File: config.mk
export PLATFORM = sky130hd
export DESIGN_NAME = ram
export DESIGN_NICKNAME = d
export VERILOG_FILES = /design/src/rtl/ram.sv
export SDC_FILE = /design/constraint.sdc
export NUM_CORES = 1
export LEC_CHECK = 0
export ABC_AREA = 1
export CAP_MARGIN = 20
export CORE_AREA = 2 2 207 209
export DETAILED_ROUTE_END_ITERATION = 12
export DIE_AREA = 0 0 209 211
export SYNTH_ARGS = -nofsm -noshare
export SYNTH_HDL_FRONTEND = slang
export SYNTH_SLANG_ARGS = --single-unit
File: constraint.sdc
create_clock -name clk -period 11.9 [get_ports clk]
set_input_delay 3.57 -clock clk [delete_from_list [all_inputs] [get_ports clk]]
set_output_delay 3.57 -clock clk [all_outputs]
set_load 0.01 [all_outputs]
File: src/rtl/ram.sv
// 16x16 synchronous RAM with a shared address, single rw control and a registered read port.
// Define RAM_WRITE_FIRST_EN to make write cycles also drive d_in onto d_out (write-through).
module ram (
  input  logic        clk,
  input  logic        rst,
  input  logic [15:0] d_in,
  input  logic [3:0]  address,
  input  logic        rw,
  output logic [15:0] d_out
);

  logic [15:0] mem_q [16];
  logic [15:0] mem_d [16];
  logic [15:0] d_out_q;
  logic [15:0] d_out_d;

  // NOTE: every variable gets its hold value first, so no path through this block infers a latch.
  always_comb begin
    mem_d   = mem_q;
    d_out_d = d_out_q;
    if (rw) begin
      mem_d[address] = d_in;
`ifdef RAM_WRITE_FIRST_EN
      d_out_d = d_in;
`else
      d_out_d = d_out_q;
`endif
    end else begin
      d_out_d = mem_q[address];
    end
  end

  // NOTE: the array is in the async reset on purpose; the datapath expects a cleared store,
  // which rules out mapping onto a RAM macro. Sequential state uses non-blocking assignments only.
  always_ff @(posedge clk or posedge rst) begin
    if (rst) begin
      mem_q   <= '{default: '0};
      d_out_q <= '0;
    end else begin
      mem_q   <= mem_d;
      d_out_q <= d_out_d;
    end
  end

  assign d_out = d_out_q;

endmodule

[Word-level counts from Yosys, hierarchy flattened]
Index checks and enable logic that the tools add are counted.
W data, S select, Z words.
Operators by class
  mux-type cells: 6
  magnitude comparators: 2
  reduce and logical (&&, ||, !) cells: 1
  bitwise gates (word level): 1
Operators by type and width (count)
  $bwmux W256: 1
  $bmux W16 S4: 1
  $demux W16 S4: 1
  $mux W16: 3
  $ge A5 B5 Y1 const B: 1
  $lt A5 B1 Y1 const B: 1
  $not A4 Y5: 1
  $logic_and A1 B1 Y1: 1
Storage, ports and cells
  output and inout bits: 16
  word-level logic and storage cells: 27
  input port bits: 23
  register bits after elaboration: 272

[Longest topological paths before layout]
Gate-level depths: netlist of the first run.
  word-level depth: 6
  mapped depth: 11
  depth with buffers taken out: 9

[Worst setup path before layout of the first run]
OpenSTA, ideal clock, no wires.
  kind: input port to flip-flop
  start point: input address[1]
  end point: register mem_q[185] in the netlist's numbering
  stages on the path: 6
  slack: 7.347 ns
  path buffers: 2
  setup time: 0.136 ns
  arrival time: 4.417 ns
  data required time: 11.764 ns
  path through: buf_2 nor3_2 nand2_1 clkbuf_1 nand2_1 o21ai_0
On the way
  word-level cells in the longest chain between the ends: 6
  elaborated cells on any way between the ends: 7
  classes of those cells: order compare (2); mux (3); bitwise (1); reduce/logical (1)
Ends and longest elaborated chain
  start, declared: RTL line 7  | input logic [3:0] address,
  $not A4 Y5 (implied by the code) *: RTL line 22  | mem_d[address] = d_in;
  $ge A5 B5 Y1 (implied by the code) / $lt A5 B1 Y1 (equally long branches): RTL line 22
  $logic_and A1 B1 Y1 (implied by the code): RTL line 22
  $mux W16 (implied by the code): RTL line 22
  $demux W16 S4 *: RTL line 22
  $bwmux W256 *: RTL line 22
  end signal, assigned: RTL line 40  | mem_q <= mem_d;
  end, declared: RTL line 12  | logic [15:0] mem_q [16];
Mark *: on every way between the ends. The rest lies on a longest branch, timed or not.
A chain may end at the register's enable or synchronous reset.

[Worst setup path after layout of the first run]
  start point: input address[0]
  end point: register mem_q[133] in the netlist's numbering
Same word-level chain as after synthesis.

==> results by group, run 1 <==
Worst setup path
  • Ordered cell list for the critical path: buf_4 > inv_4 > buf_4 > nor3_2 > nand2_1 > o21ai_0
  • CP Data Required Time: 12340 ps
  • Cell with the largest stage delay on the worst path: nand2_1
  • Data arrival at the endpoint of the critical path: 6710 ps
  • Nature of the critical path endpoint: flip-flop
  • Most used cell, CP: buf_4
  • Critical setup path kind: primary input to flip-flop
  • Critical path fanouts, max: 77
  • Worst reg2reg path depth: 8
  • Delay contributed by the slowest stage of the critical path: 690 ps
  • Kind of start point of the critical path: primary input

Clock network
  • Clock insertion delay at the later pin of the skew report: 560 ps
  • Clock tree from TritonCTS: yes
  • CTS-repair resized insts: 0
  • Buffers from clock root to sink, at most: 3
  • Clock-pin slew reported for the worst setup and hold paths after clock tree synthesis: 60 ps
  • H-tree Lvls: 1
  • Master cell of the clock root buffer: clkbuf_16
  • Clock sink count: 272
  • Post-CTS Repair Setup Buffers: 0
  • Total CTS buffers: 30
  • Quantity of hold-fixing buffers added after cts: 0

Layout
  • Final Util: 0.3382
  • Final Net Count: 1603
  • Leading cell type in the layout, fill and taps excluded: nand2_1
  • Layout cells sized above 1: 0.05614
  • Most used cells in the layout excluding fill and tap cells: nand2_1 (650), dfrtp_1 (272), nor2_1 (176), a21oi_1 (128), o21ai_0 (117)
  • Signed area change from the synthesized netlist to the final layout: 14.05%
  • Antenna diode count: 0
  • Final cell count without fillers: 2142
  • Design area: 14120 sq um

Routing
  • Remaining routing DRC violations: 0
  • 1st-iter DRT viols: 889
  • Number of vias in the routed layout: 10330
  • Sum of routed wire length over all layers: 35120 microns
  • First-pass iteration count of the detailed router: 5
  • Vias per cell: 4.824
  • Detail Route Antenna Nets: 0
  • Drt wl/cell: 16.40 microns

Power
  • Leakage component of the power: 6.772 nW
  • Proportion of power drawn by combinational gates: 0.168
  • Internal power contribution: 1.843 mW
  • Power per standard cell area: 182.9 nW/um^2
  • Share of total power consumed by net switching: 0.2864
  • Clock power share: 0.354
  • Sequential Power Share: 0.478
  • Switching power: 0.7398 mW
  • Maximum vdd ir drop: 0.1090 mV
  • Power, Total: 2.583 mW

Timing
  • Share of the clock period used by the worst path after layout: 0.5267
  • Maximum clock skew at final layout: 7.655 ps
  • Fmax: 0.1595 GHz
  • Worst slew slack as a fraction of its limit: 0.2950
  • Slew of the pin with the lowest slew margin: 1055 ps
  • Unrepaired setup endpoints after global routing: no
  • Setup Viol. Count Final: 0
  • Count of final max-slew check failures: 0
  • Minimum period implied by the final worst setup slack: 6268 ps
  • Final number of hold-violating endpoints: 0
  • Final sum of negative setup slack: 0 ps

Hold path
  • Hold/Removal Path Class: flip-flop to flip-flop
  • Worst hold stages: 2

Die
  • Placeable core region: 41760 sq um
  • Die Y: 211 microns
  • Boundary Pins: 39
  • Starting density of the core: 0.2966
  • Number of standard-cell rows in the floorplan: 75
  • Die X-Extent: 209 microns
  • Total Die Area: 44100 sq um

Job
  • Number of max-cap violations: 0

GRT
  • Number of antenna violations at the first check in global routing: 0
  • Most utilized layer in the global route result: met2
  • Met1 GRT Util: 0.2311
  • GRT met2 Usage: 0.2586
  • Via count of the first global-routing pass: 10040
  • First-pass GRT wire length: 56770 microns
  • Pin count of the biggest net entering global routing: 170
  • Met3 Use GR: 0.02691
  • GRT Overall Usage: 0.1620
  • Global route total overflow: 0

Placement
  • HPWL after DPL: 20330 microns
  • Last weighted congestion value of the routability-driven placer: 0.8101
  • Placed Cells incl. Taps: 2085
  • Port Buffer Count: 38
  • Placed standard-cell area: 13110 sq um

Logic synthesis
  • Number of nets produced by synthesis: 1628
  • Total of warnings raised by yosys: 0
  • Post-Synthesis Cell Area: 12380 sq um
  • Number of distinct library cells after synthesis: 17
  • Syn Inst Count: 1605
  • Number of flip-flops and latches in the synthesized netlist: 272
  • Average cell area after synthesis: 7.716 sq um
  • Sequential area share after synthesis: 0.5496

Run status
  • Run status: completed
Yosys cell counts (all sizes together):
cell,n,share of area
nand2,650,0.20
dfrtp,272,0.55
nor2,186,0.058
a21oi,128,0.052
o21ai,128,0.052
nand3,82,0.034
buf,60,0.023
clkbuf,56,0.017
inv,24,0.0073
nand4,16,0.0081
nor3,2,0.0016
clkinv,1,0.00030
kinds of logic (layout without fill, tap and decap cells):
group           after synthesis  after routing  share of synthesized area
simple gates                936            936                     0.2991
buf+inv                     141            139                    0.04789
compound gates              256            256                     0.1035
flops                       272            272                     0.5496
critical path, delay by kind of cell:
family,cells,cell delay [ps]
buf+inv,3,1590
simple gates,2,1010
compound gates,1,460
power by group through the flow:
stage / Clock [mW] / Combinational, mW / Sequential (mW)
floorplan: 0 / 0.325 / 1.23
global placement: 0 / 0.423 / 1.24
detailed placement: 0 / 0.435 / 1.25
CTS: 0.934 / 0.437 / 1.23
global route: 0.976 / 0.509 / 1.26
finish: 0.915 / 0.434 / 1.23
per-stage QoR:
stage | hold slack [ps] | worst slack [ps]
2_1_floorplan | 452.9 | 834.6
3_3_place_gp | 466.0 | 5217
3_5_place_dp | 473.1 | 5042
4_1_cts | 488.4 | 5628
5_1_grt | 509.4 | 5413
6_report | 485.1 | 5632
metal layers:
metal / vias up / share of wire
li1: 5051 / -
met1: 4949 / 0.47
met2: 290 / 0.45
met3: 42 / 0.068
met4: 0 / 0.015
met5: - / 0
layout make-up:
cell class / instances / area [sq um]
inverters: 25 / 103.9
well taps: 539 / 674.4
fillers: 4335 / 27630
repair buffers: 59 / 565.5
clock buffers: 49 / 953.4
clock inverters: 6 / 36.28
flip-flops and latches: 272 / 6807
multi-input cells: 1192 / 4985
path summary, 6_finish.rpt:
path / startpoint / slack (ps) / endpoint
hold reg to reg: mem_q[191]$_DFFE_PP0P_ / 490 / mem_q[191]$_DFFE_PP0P_
setup / recovery: address[0] / 5630 / mem_q[133]$_DFFE_PP0P_
hold / removal: mem_q[191]$_DFFE_PP0P_ / 490 / mem_q[191]$_DFFE_PP0P_
setup reg to reg: mem_q[38]$_DFFE_PP0P_ / 10540 / d_out[6]$_DFFE_PP0N_
min in group asynchronous: rst / 3610 / mem_q[62]$_DFFE_PP0P_
max in group asynchronous: rst / 6920 / d_out[0]$_DFFE_PP0N_
state kept, by name (all words and copies together), names as in the netlist:
register,cells
d_out,16
mem_q,256
No activity file was read; power rests on OpenSTA's default activity.
==> run 2: changes to the inputs <==
clock period = 5.6 ns   (was 11.9 ns; I/O delays follow)
==> run 2 against run 1 <==
Non-clock buffer count grew 5. Register-to-register slack lost 6200 ps. Combinational power grew 110%. Sequential share of layout area shrank 0.28 points. Clock skew grew 5.0 ps. Critical path depth is the same. Via count grew 0.82%. First-iteration DRC count grew 14%. Setup slack lost 3700 ps. Wire length grew 1.2%. Largest cell class unchanged. Highest routed layer unchanged.
==> results by group, run 2 (synthesis results as in run 1) <==
Run status
  • Run status: completed

Worst setup path
  • Buf+Inv Stages, Crit Path: 3 (unchanged)
  • Ordered cell list for the critical path: clkdlybuf4s50_1 > inv_1 > nor2_2 > buf_4 > nand2_1 > o21ai_0
  • Data arrival at the endpoint of the critical path: 4100 ps (-2610 ps)
  • CP Data Required Time: 6040 ps (-6300 ps)
  • Kind of start point of the critical path: primary input
  • Top Family by Delay on Critical Path: simple AND/OR/NAND/NOR gates
  • Delay contributed by the slowest stage of the critical path: 600 ps (-90 ps)
  • Critical setup path kind: primary input to flip-flop
  • Nature of the critical path endpoint: flip-flop
  • Critical path fanouts, max: 32 (-58%)
  • Cell with the largest stage delay on the worst path: nand2_1

Timing
  • Setup Viol. Count Final: 0 (unchanged)
  • Maximum clock skew at final layout: 12.64 ps (+4.983 ps)
  • Share of the clock period used by the worst path after layout: 0.6531
  • Final sum of negative setup slack: 0 ps (unchanged)
  • Minimum period implied by the final worst setup slack: 3657 ps
  • Unrepaired setup endpoints after global routing: no
  • Slew of the pin with the lowest slew margin: 1146 ps (+91.44 ps)
  • Worst slew slack as a fraction of its limit: 0.2358 (-0.05926)
  • Count of final max-slew check failures: 0 (unchanged)
  • Final number of hold-violating endpoints: 0 (unchanged)
  • Fmax: 0.2734 GHz

Clock network
  • Master cell of the clock root buffer: clkbuf_16
  • CTS-repair resized insts: 0 (unchanged)
  • Clock sink count: 272 (unchanged)
  • Clock tree from TritonCTS: yes
  • Post-CTS Repair Setup Buffers: 0 (unchanged)
  • Quantity of hold-fixing buffers added after cts: 0 (unchanged)
  • H-tree Lvls: 1 (unchanged)
  • Clock insertion delay at the later pin of the skew report: 560 ps (about the same)
  • Buffers from clock root to sink, at most: 3 (unchanged)
  • Total CTS buffers: 31 (+3.3%)
  • Clock-pin slew reported for the worst setup and hold paths after clock tree synthesis: 60 ps (about the same)

Routing
  • First-pass iteration count of the detailed router: 5 (unchanged)
  • Vias per cell: 4.856 (+0.68%)
  • Number of vias in the routed layout: 10420 (+0.82%)
  • Remaining routing DRC violations: 0 (unchanged)
  • Drt wl/cell: 16.56 microns (+1.0%)
  • Sum of routed wire length over all layers: 35520 microns (+1.2%)
  • Detail Route Antenna Nets: 0 (unchanged)
  • 1st-iter DRT viols: 1012 (+14%)

Layout
  • Number of flip-flops in the largest register: 256 (unchanged)
  • Fillers: 4335 (unchanged)
  • Antenna diode count: 0 (unchanged)
  • Final Util: 0.3403 (+0.002008)
  • Signed area change from the synthesized netlist to the final layout: 14.73%
  • Final Net Count: 1609 (+0.37%)
  • Design area: 14210 sq um (+0.59%)
  • Register with the highest flop count: mem_q
  • Most used cells in the layout excluding fill and tap cells: nand2_1 (650), dfrtp_1 (272), nor2_1 (176), a21oi_1 (128), o21ai_0 (117)
  • Layout cells sized above 1: 0.05853 (+0.002386)
  • Leading cell type in the layout, fill and taps excluded: nand2_1

Placement
  • HPWL after DPL: 21130 microns (+3.9%)
  • Last weighted congestion value of the routability-driven placer: 0.7914 (-2.3%)
  • Placed standard-cell area: 13210 sq um (+0.83%)
  • Port Buffer Count: 38 (unchanged)

Die
  • Placeable core region: 41760 sq um (unchanged)
  • Total Die Area: 44100 sq um (unchanged)
  • Starting density of the core: 0.2966 (unchanged)
  • Die Y: 211 microns (unchanged)
  • Number of standard-cell rows in the floorplan: 75 (unchanged)
  • Die X-Extent: 209 microns (unchanged)
  • Boundary Pins: 39 (unchanged)

Job
  • Number of max-cap violations: 0 (unchanged)

GRT
  • First-pass GRT wire length: 57390 microns (+1.1%)
  • Pin count of the biggest net entering global routing: 180 (+5.9%)
  • Via count of the first global-routing pass: 10030 (-0.080%)
  • Global route total overflow: 0 (unchanged)
  • Number of antenna violations at the first check in global routing: 0 (unchanged)
  • GRT Overall Usage: 0.1642 (+0.002111)

Power
  • Leakage component of the power: 6.815 nW (+0.64%)
  • Power, Total: 5.533 mW (+110%)
  • Power per standard cell area: 389.4 nW/um^2 (+110%)
  • Maximum vdd ir drop: 0.2285 mV (+110%)

Hold path
  • Hold/Removal Path Class: flip-flop to flip-flop
## run 2: worst paths after layout
kind	from	end	slack, ps	cells after the start
min reg2reg	mem_q[74]$_DFFE_PP0P_	mem_q[74]$_DFFE_PP0P_	480	2
min in group asynchronous	rst	mem_q[90]$_DFFE_PP0P_	1400	2
max	address[2]	mem_q[129]$_DFFE_PP0P_	1940	6
max in group asynchronous	rst	mem_q[167]$_DFFE_PP0P_	2990	3
min	mem_q[74]$_DFFE_PP0P_	mem_q[74]$_DFFE_PP0P_	480	2
max reg2reg	mem_q[17]$_DFFE_PP0P_	d_out[1]$_DFFE_PP0N_	4320	8
## run 2: per-stage QoR
step                      hold slack, ps  cells  worst slack (ps)
after floorplan                    452.9   1605             324.6
after global placement             465.9   2090              1355
after detailed placement           472.7   2092              1366
after CTS                          487.0   2145              1929
after global routing               499.1   2145              1688
final                              482.7   2145              1943
## run 2: layout make-up
type | instances | area, sq um | share of cell area
clock buffer | 47 | 935.9 | 0.06587
clock inverter | 6 | 58.81 | 0.004139
inverter | 25 | 100.1 | 0.007045
multi-input combinational | 1192 | 4985 | 0.3508
sequential | 272 | 6807 | 0.4790
tap | 539 | 674.4 | 0.04746
timing repair buffer | 64 | 648.1 | 0.04561
## run 2: tightest hold or removal path, delay by kind of cell (launching register included)
family / cells / cell delay, ps
flip-flops: 1 / 340
AO/OA/AOI/OAI: 1 / 60
AND/OR/NAND/NOR: 1 / 50
## run 2: power by group
group          internal [mW]  switching (mW)  leakage (nW)
Combinational          0.374           0.558          3.04
Sequential              2.39           0.227          3.28
Clock                   1.18           0.797         0.495
## run 2: layer usage
metal | part of all wire | GRT usage | wire [microns]
met5 | 0 | 0 | 0
met4 | 0.026 | 0.04729 | 908
met3 | 0.068 | 0.03137 | 2420
met2 | 0.44 | 0.2539 | 15690
met1 | 0.46 | 0.2343 | 16500
==> run 3: changes to the inputs <==
clock period = 3.26 ns   (was 5.6 ns; I/O delays follow)
==> run 3 against run 2 <==
Utilization grew 0.42 points. Sequential power grew 72%. Clock power grew 67%. Global-route usage is essentially flat. First-iteration DRC count shrank 5.5%. Clock skew shrank 4.4 ps. Via count grew 0.95%. Flip-flop and latch count is the same. Sequential share of layout area shrank 0.58 points. Critical path depth shrank 5. Final cell count grew 1.3%. Critical path type is now flip-flop to primary output.
==> results by group, run 3 (synthesis results as in run 1) <==
Placement
  • Port Buffer Count: 38 (unchanged)
  • HPWL after DPL: 21910 microns (+3.7%)
  • Last weighted congestion value of the routability-driven placer: 0.8072 (+2.0%)
  • Placed Cells incl. Taps: 2118 (+1.2%)
  • Placed standard-cell area: 13420 sq um (+1.6%)

Routing
  • Number of vias in the routed layout: 10520 (+0.95%)
  • Vias per cell: 4.842 (-0.30%)
  • First-pass iteration count of the detailed router: 5 (unchanged)
  • Detail Route Antenna Nets: 0 (unchanged)
  • Drt wl/cell: 16.33 microns (-1.4%)
  • 1st-iter DRT viols: 956 (-5.5%)
  • Sum of routed wire length over all layers: 35480 microns (-0.14%)
  • Remaining routing DRC violations: 0 (unchanged)

Clock network
  • CTS-repair resized insts: 0 (unchanged)
  • Clock tree from TritonCTS: yes
  • Quantity of hold-fixing buffers added after cts: 0 (unchanged)
  • Master cell of the clock root buffer: clkbuf_16
  • Buffers from clock root to sink, at most: 3 (unchanged)
  • Clock insertion delay at the later pin of the skew report: 550 ps (about the same)
  • Post-CTS Repair Setup Buffers: 0 (unchanged)
  • Clock sink count: 272 (unchanged)
  • H-tree Lvls: 1 (unchanged)
  • Total CTS buffers: 30 (-3.2%)
  • Clock-pin slew reported for the worst setup and hold paths after clock tree synthesis: 60 ps (about the same)

Timing
  • Count of final max-slew check failures: 0 (unchanged)
  • Share of the clock period used by the worst path after layout: 0.7944
  • Final sum of negative setup slack: 0 ps (unchanged)
  • Maximum clock skew at final layout: 8.253 ps (-4.384 ps)
  • Unrepaired setup endpoints after global routing: no
  • Hold Worst Slack: 483.8 ps (+1.094 ps)
  • Worst slew slack as a fraction of its limit: 0.5538 (+0.3181)
  • Minimum period implied by the final worst setup slack: 2590 ps
  • Setup Viol. Count Final: 0 (unchanged)
  • Fmax: 0.3862 GHz
  • Slew of the pin with the lowest slew margin: 668.5 ps (-477.8 ps)
  • Final number of hold-violating endpoints: 0 (unchanged)

Worst setup path
  • Critical path fanouts, max: 2 (-94%)
  • Crit. path cell count: 1 (-5)
  • Top Family by Delay on Critical Path: buffers and inverters
  • Critical setup path kind: flip-flop to primary output
  • Worst reg2reg path depth: 6 (-2)
  • Ordered cell list for the critical path: clkdlybuf4s50_1
  • Cell with the largest stage delay on the worst path: clkdlybuf4s50_1
  • CP Data Required Time: 2280 ps (-3760 ps)
  • Kind of start point of the critical path: flip-flop
  • Nature of the critical path endpoint: primary output
  • Data arrival at the endpoint of the critical path: 1610 ps (-2490 ps)
  • Buf+Inv Stages, Crit Path: 1 (-2)
  • Delay contributed by the slowest stage of the critical path: 590 ps (about the same)

Power
  • Internal power contribution: 6.749 mW (+71%)
  • Sequential Power Share: 0.478 (+0.004)
  • Switching power: 2.676 mW (+69%)
  • Proportion of power drawn by combinational gates: 0.171 (+0.003)
  • Share of total power consumed by net switching: 0.2839 (-0.002120)
  • Clock power share: 0.351 (-0.007)
  • Power per standard cell area: 655.3 nW/um^2 (+68%)
  • Leakage component of the power: 6.912 nW (+1.4%)
  • Maximum vdd ir drop: 0.4362 mV (+91%)

Die
  • Placeable core region: 41760 sq um (unchanged)
  • Die Y: 211 microns (unchanged)
  • Number of standard-cell rows in the floorplan: 75 (unchanged)
  • Starting density of the core: 0.2966 (unchanged)
  • Boundary Pins: 39 (unchanged)
  • Total Die Area: 44100 sq um (unchanged)
  • Die X-Extent: 209 microns (unchanged)

Layout
  • Design area: 14380 sq um (+1.2%)
  • Antenna diode count: 0 (unchanged)
  • Final cell count without fillers: 2172 (+1.3%)
  • Leading cell type in the layout, fill and taps excluded: nand2_1
  • Final Util: 0.3444 (+0.004164)
  • Final Net Count: 1634 (+1.6%)
  • Signed area change from the synthesized netlist to the final layout: 16.13%
  • Layout cells sized above 1: 0.06981 (+0.01128)
  • Most used cells in the layout excluding fill and tap cells: nand2_1 (650), dfrtp_1 (272), nor2_1 (176), a21oi_1 (128), o21ai_0 (117)
  • Register with the highest flop count: mem_q
  • Number of flip-flops in the largest register: 256 (unchanged)

GRT
  • Via count of the first global-routing pass: 10220 (+1.9%)
  • GRT Overall Usage: 0.1639 (-0.0002142)
  • Pin count of the biggest net entering global routing: 83 (-54%)
  • Number of antenna violations at the first check in global routing: 1 (+1)
  • First-pass GRT wire length: 57190 microns (-0.36%)
  • Global route total overflow: 0 (unchanged)

Hold path
  • Hold/Removal Path Class: flip-flop to flip-flop
  • Worst hold stages: 2 (unchanged)

Run status
  • Run status: completed

Job
  • Number of max-cap violations: 0 (unchanged)
-- run 3: tightest hold or removal path, stage by stage, from the launching register on --
cell     delay [ps]
dfrtp_1         340
nand2_1          50
o21ai_0          60
-- run 3: path summary, 6_finish.rpt --
| kind | start | to | slack (ps) |
|---|---|---|---|
| setup reg to reg | mem_q[81]$_DFFE_PP0P_ | d_out[1]$_DFFE_PP0N_ | 2050 |
| setup / recovery | d_out[7]$_DFFE_PP0N_ | d_out[7] | 670 |
| hold / removal | mem_q[7]$_DFFE_PP0P_ | mem_q[7]$_DFFE_PP0P_ | 480 |
| max in group asynchronous | rst | mem_q[47]$_DFFE_PP0P_ | 1620 |
| hold reg to reg | mem_q[7]$_DFFE_PP0P_ | mem_q[7]$_DFFE_PP0P_ | 480 |
| min in group asynchronous | rst | mem_q[42]$_DFFE_PP0P_ | 820 |
-- run 3: per-stage QoR --
stage / total power [mW] / worst slack (ps)
CTS: 9.505 / 670.7
floorplan: 5.659 / -1313
global placement: 6.109 / 437.4
detailed placement: 6.180 / 396.8
finish: 9.425 / 670.4
global route: 10.01 / 658.3
-- run 3: power by group through the flow --
stage	Sequential, mW	Clock (mW)	Combinational (mW)
after global routing	4.60	3.52	1.89
after detailed placement	4.56	0	1.62
after CTS	4.51	3.37	1.63
after global placement	4.54	0	1.57
after floorplan	4.47	0	1.19
final	4.51	3.31	1.61
-- run 3: routing by layer --
layer,track usage,wire length (microns),up-vias
met2,0.2613,15810,317
met3,0.02810,2281,60
li1,-,-,5118
met1,0.2292,16510,5019
met5,0,14,-
met4,0.04828,863,2
-- run 3: area by class of cell --
class	count	area, sq um
fill	4316	27380
tap	539	674.4
multi-input combinational	1192	4985
clock inverter	3	42.54
clock buffer	51	920.9
timing repair buffer	90	853.3
inverter	25	100.1
sequential	272	6807
